File: src/rtl/fetch_if.sv
// Instruction-memory request/response bus between the fetch stage and imem.
interface fetch_if #(
  parameter int ADDR_WIDTH  = 32,
  parameter int INSTR_WIDTH = 32
);
  logic                   imem_req;
  logic [ADDR_WIDTH-1:0]  imem_addr;
  logic                   imem_ready;
  logic [INSTR_WIDTH-1:0] imem_rdata;

  modport master (
    output imem_req,
    output imem_addr,
    input  imem_ready,
    input  imem_rdata
  );

  modport slave (
    input  imem_req,
    input  imem_addr,
    output imem_ready,
    output imem_rdata
  );
endinterface

File: src/rtl/fetch_unit.sv
// Instruction fetch stage: owns the PC, fetches from imem, presents one instruction at a time.
// Optional misaligned-target fault enabled by defining FETCH_MISALIGN_CHECK_EN.
module fetch_unit #(
  parameter int                    ADDR_WIDTH  = 32,
  parameter int                    INSTR_WIDTH = 32,
  parameter logic [ADDR_WIDTH-1:0] RESET_PC    = 32'hBFC0_0000
) (
  input  logic                   clk,
  input  logic                   rst_n,
  fetch_if.master                imem,
  input  logic                   PCsrc,
  input  logic [ADDR_WIDTH-1:0]  ImmOp,
  input  logic                   stall,
  output logic [INSTR_WIDTH-1:0] instr,
  output logic                   instr_valid,
  output logic [ADDR_WIDTH-1:0]  PC,
  output logic                   fetch_fault
);

  typedef enum logic [1:0] {
    IDLE,
    REQ,
`ifdef FETCH_MISALIGN_CHECK_EN
    VALID,
    FAULT
`else
    VALID
`endif
  } state_t;

  state_t                state_q, state_d;
  logic [ADDR_WIDTH-1:0] next_pc;

  assign next_pc = PCsrc ? PC + ImmOp : PC + ADDR_WIDTH'(4);

  always_ff @(posedge clk or negedge rst_n) begin
    if (!rst_n) state_q <= IDLE;
    else        state_q <= state_d;
  end

  always_comb begin
    state_d        = state_q;
    imem.imem_req  = 1'b0;
    imem.imem_addr = PC;
    case (state_q)
      IDLE: state_d = REQ;
      REQ: begin
        imem.imem_req = 1'b1;
        if (imem.imem_ready) state_d = VALID;
      end
      VALID: begin
        if (!stall) begin
`ifdef FETCH_MISALIGN_CHECK_EN
          if (next_pc[1:0] != 2'b00) state_d = FAULT;
          else                       state_d = REQ;
`else
          state_d = REQ;
`endif
        end
      end
`ifdef FETCH_MISALIGN_CHECK_EN
      FAULT: state_d = FAULT;
`endif
      default: state_d = IDLE;
    endcase
  end

  // The PC advances on leaving VALID whether the target is fetched or faults,
  // so a faulting address stays visible on PC.
  always_ff @(posedge clk or negedge rst_n) begin
    if (!rst_n) begin
      PC          <= RESET_PC;
      instr       <= '0;
      instr_valid <= 1'b0;
    end else begin
      case (state_q)
        REQ: begin
          if (imem.imem_ready) begin
            instr       <= imem.imem_rdata;
            instr_valid <= 1'b1;
          end
        end
        VALID: begin
          if (!stall) begin
            PC          <= next_pc;
            instr_valid <= 1'b0;
          end
        end
        default: ;
      endcase
    end
  end

`ifdef FETCH_MISALIGN_CHECK_EN
  assign fetch_fault = (state_q == FAULT);
`else
  assign fetch_fault = 1'b0;
`endif

endmodule

File: src/flat_wrapper.sv
// flat-port wrapper written by rule: the top's interface ports become plain ports
module fetch_unit_flat 
#(
  parameter int                    ADDR_WIDTH  = 32,
  parameter int                    INSTR_WIDTH = 32,
  parameter logic [ADDR_WIDTH-1:0] RESET_PC    = 32'hBFC0_0000
)
  (clk, rst_n, PCsrc, ImmOp, stall, instr, instr_valid, PC, fetch_fault, imem_imem_req, imem_imem_addr, imem_imem_ready, imem_imem_rdata);
  fetch_if #(.ADDR_WIDTH(ADDR_WIDTH), .INSTR_WIDTH(INSTR_WIDTH)) imem_i ();
  input  logic clk;
  input  logic rst_n;
  input  logic PCsrc;
  input  logic [ADDR_WIDTH-1:0] ImmOp;
  input  logic stall;
  output logic [INSTR_WIDTH-1:0] instr;
  output logic instr_valid;
  output logic [ADDR_WIDTH-1:0] PC;
  output logic fetch_fault;
  output wire logic [$bits(imem_i.imem_req)-1:0] imem_imem_req;
  output wire logic [$bits(imem_i.imem_addr)-1:0] imem_imem_addr;
  input wire logic [$bits(imem_i.imem_ready)-1:0] imem_imem_ready;
  input wire logic [$bits(imem_i.imem_rdata)-1:0] imem_imem_rdata;
  assign imem_imem_req = imem_i.imem_req;
  assign imem_imem_addr = imem_i.imem_addr;
  assign imem_i.imem_ready = imem_imem_ready;
  assign imem_i.imem_rdata = imem_imem_rdata;
  fetch_unit #(.ADDR_WIDTH(ADDR_WIDTH), .INSTR_WIDTH(INSTR_WIDTH), .RESET_PC(RESET_PC)) u_core (.clk(clk), .rst_n(rst_n), .imem(imem_i), .PCsrc(PCsrc), .ImmOp(ImmOp), .stall(stall), .instr(instr), .instr_valid(instr_valid), .PC(PC), .fetch_fault(fetch_fault));
endmodule
File: config.mk
export PLATFORM = sky130hd
export DESIGN_NAME = fetch_unit_flat
export DESIGN_NICKNAME = d
export VERILOG_FILES = /design/src/rtl/fetch_if.sv /design/src/rtl/fetch_unit.sv /design/src/flat_wrapper.sv
export SDC_FILE = /design/constraint.sdc
export NUM_CORES = 1
export LEC_CHECK = 0
export CORE_MARGIN = 5
export CORE_UTILIZATION = 45
export DETAILED_ROUTE_END_ITERATION = 6
export DONT_BUFFER_PORTS = 1
export GPL_TIMING_DRIVEN = 1
export REMOVE_ABC_BUFFERS = 1
export SYNTH_ARGS = -nofsm -noshare
export SYNTH_HDL_FRONTEND = slang
export SYNTH_SLANG_ARGS = --single-unit
export TNS_END_PERCENT = 20
File: constraint.sdc
create_clock -name clk -period 2.4 [get_ports clk]
set_input_delay 0.48 -clock clk [delete_from_list [all_inputs] [get_ports clk]]
set_output_delay 0.48 -clock clk [all_outputs]
set_load 0.02 [all_outputs]
==> impl_metrics.toml <==
[floorplan]
start_util = 0.4612
ios = 168
core.rowCount = 39
coreArea_um2 = 11470
fp.dieH_um = 118.4
die_w_um = 118.4
dieArea_um2 = 14020

[yosys]
synth_edf_count = 0
syn_inst = 614
synth.top_cells.by_area = "dfrtp_1 27%, ha_1 7.6%, mux2_2 7.0%"
ys.flop_type = "dfrtp_1"
synth_top_area_frac = 0.2744
synth_area_leader_cell = "dfrtp_1"
yosysMostFrequentCell = "a21oi_1"
ys_ff_latch = 67
yosysSeqAreaShare = 0.3191
async_reset_ff_frac = 1.000
ys_types = 72
netlist_area_um2 = 5289
postSynthAreaPerCell_um2 = 8.614
synthTopCellsByCount = "62 x a21oi_1, 58 x dfrtp_1, 50 x nor2_1"
yosysWarnings = 0

[grt]
grt-ovfl-total = 0
grt_use_total = 0.2240
grt_pass1_vias = 4963
antenna_found_initial = 0
grt_max_degree = 67
grt_first_pass_wirelength_um = 25780

[sta]
worst_slew_pin_slew_ps = 536.5
hold_viol = 0
finalCritPeriodShare = 1.108
maxSlewViolCount = 0
fin_ws_ps = -260.2
fmax_mhz = 375.9
finalSetupViolations = 10
rsz0062_at_grt = "true"
skew_ps = 8.582
fin_crit_ps = 2660
slew_headroom = 0.6396
whs_ps = 0.08932

[critical_path]
end_kind = "flop"
slowest_stage = "or4_4"
slowest_delay_ps = 550
worstPathMaxFanout = 3
path_class = "flop to flop"
r2r_slack_ps = -260
critical_path.cell_chain = "ha_4 -> o211ai_1 -> o211a_1 -> or4_4 -> nand2_4 -> a31oi_4 -> o21ba_4 -> o21ai_1 -> or4b_4"
cp_data_required_time_ps = 2640
crit_path_start_kind = "flop"
critPathArrivalTime_ps = 2900

[place]
dpl.hpwl_um = 12030
numPortBuffers = 0
place_congestion = 0.8901
dpl-instance-area_um2 = 6128
preCtsSetupSlack_ps = -326.7

[finish]
fillers = 1021
drive_above_1_share = 0.3586
design_area_um2 = 6853
finalNetCount = 808
area_growth_pct = 29.57
n_antenna_cell = 0

[detailed_routing]
firstDrtPassIters = 5
drcViolationCount = 0
wl_per_cell_um = 19.13
drtIter0Drc = 317
ant_nets = 0
avgViaCountPerCell = 5.847
wirelength_um = 16340
vias = 4993

[clock_tree]
clkTransAtPathRegs_ps = 60
cts_buffers = 9
h-tree-depth = 3
ctsRootBufferMaster = "clkbuf_16"
clock_path_buffers = 2
clk_latency_ps = 330
cts_tree = "yes"
clkSinkCount = 67

[power_and_ir_drop]
p_total_uw = 9755
power_leakage_uw = 0.003035
irDropWorstVdd_uv = 712.4
power_density_nw_per_um2 = 1423

[job]
max-cap-violations = 0

[run_status]
violations = "setup timing"
outcome = "finished, violations left"

[min_path]
hp-class = "primary input to asynchronous set/reset pin"
==> layout by cell type (no fill, tap or decap), types with 17 or more instances in the layout <==
cell     netlist  final
o21ai_0       44     40
nand4_1       17     17
inv_1         20     20
a21oi_1       62     53
nor2_1        50     49
nand2_1       39     39
dfrtp_1       58     58
buf_4         34    141
ha_1          32     27
mux2_2        33     33
==> metrics by stage <==
| step | setup TNS [ps] | cells | utilization |
|---|---|---|---|
| global route | -2885 | 854 | 0.5976 |
| detailed placement | -3576 | 830 | 0.5344 |
| finish | -1074 | 854 | 0.5976 |
| floorplan | -3404 | 548 | - |
| global placement | -2931 | 830 | 0.5344 |
| CTS | -700.3 | 850 | 0.5793 |
==> layer usage <==
| metal | global-route usage | share of wire |
|---|---|---|
| met5 | 0 | 0 |
| met4 | 0.07300 | 0.021 |
| met3 | 0.04871 | 0.057 |
| met2 | 0.3783 | 0.50 |
| met1 | 0.2858 | 0.43 |
==> final timing paths <==
| kind | from | end | depth (start not counted) |
|---|---|---|---|
| max | u_core.PC[4]$_DFFE_PN0P_ | u_core.PC[31]$_DFFE_PN1P_ | 9 |
| min | rst_n | u_core.PC[14]$_DFFE_PN0P_ | 1 |
| max reg2reg | u_core.PC[4]$_DFFE_PN0P_ | u_core.PC[31]$_DFFE_PN1P_ | 9 |
| min reg2reg | u_core.state_q[1]$_DFFE_PN0P_ | u_core.state_q[1]$_DFFE_PN0P_ | 2 |
| max in group asynchronous | rst_n | u_core.PC[31]$_DFFE_PN1P_ | 1 |
| min in group clk | imem_imem_rdata[26] | u_core.instr[26]$_DFFE_PN0P_ | 1 |
==> what timing repair did <==
item | CTS | global route
hold buffers | 2 | 0
setup buffers | 3 | 4
gates resized for setup | 24 | 36
hold endpoints to repair | 60 | 0
pin swaps | 10 | 22
setup endpoints to repair | 16 | 21
==> cell type report <==
cell class / count / area [um2] / share of cell area
Multi-Input combinational cell: 461 / 3428 / 0.5003
Sequential cell: 67 / 1688 / 0.2463
Timing Repair Buffer: 147 / 1141 / 0.1665
Clock buffer: 10 / 229.0 / 0.03341
Tap cell: 143 / 178.9 / 0.02611
Clock inverter: 6 / 112.6 / 0.01643
Inverter: 20 / 75.07 / 0.01095
==> kinds of logic (layout without fill, tap and decap cells) <==
| kind of cell | after synthesis | after routing | synth area share |
|---|---|---|---|
| AOI/OAI and AO/OA | 183 | 183 | 0.2143 |
| and+or+nand+nor | 186 | 186 | 0.1876 |
| buffers and inverters | 86 | 183 | 0.08658 |
| adders and majority gates | 33 | 33 | 0.07949 |
| other | 1 | 1 | 0.0007090 |
| muxes | 35 | 35 | 0.07405 |
| xor gates and xnor gates | 23 | 23 | 0.03809 |
| DFF | 67 | 67 | 0.3191 |
==> where the power goes <==
part           internal, uW  switching (uW)  total (uW)
clock network          1020             522        1540
logic                  2590            3150        5740
registers              1690             777        2470
==> worst max-delay path: cells and delay by family (launching register included) <==
kind	cells	cell delay [ps]
and+or+nand+nor	3	1120
DFF	1	420
AOI/OAI and AO/OA	5	730
adders and majority gates	1	290
==> sequential cells by signal, indices dropped and copies added, names as in the netlist <==
| name | flops |
|---|---|
| u_core.instr | 32 |
| u_core.PC | 32 |
| u_core.instr_valid | 1 |
| u_core.state_q | 2 |
Power figures use the tool's default switching activity.
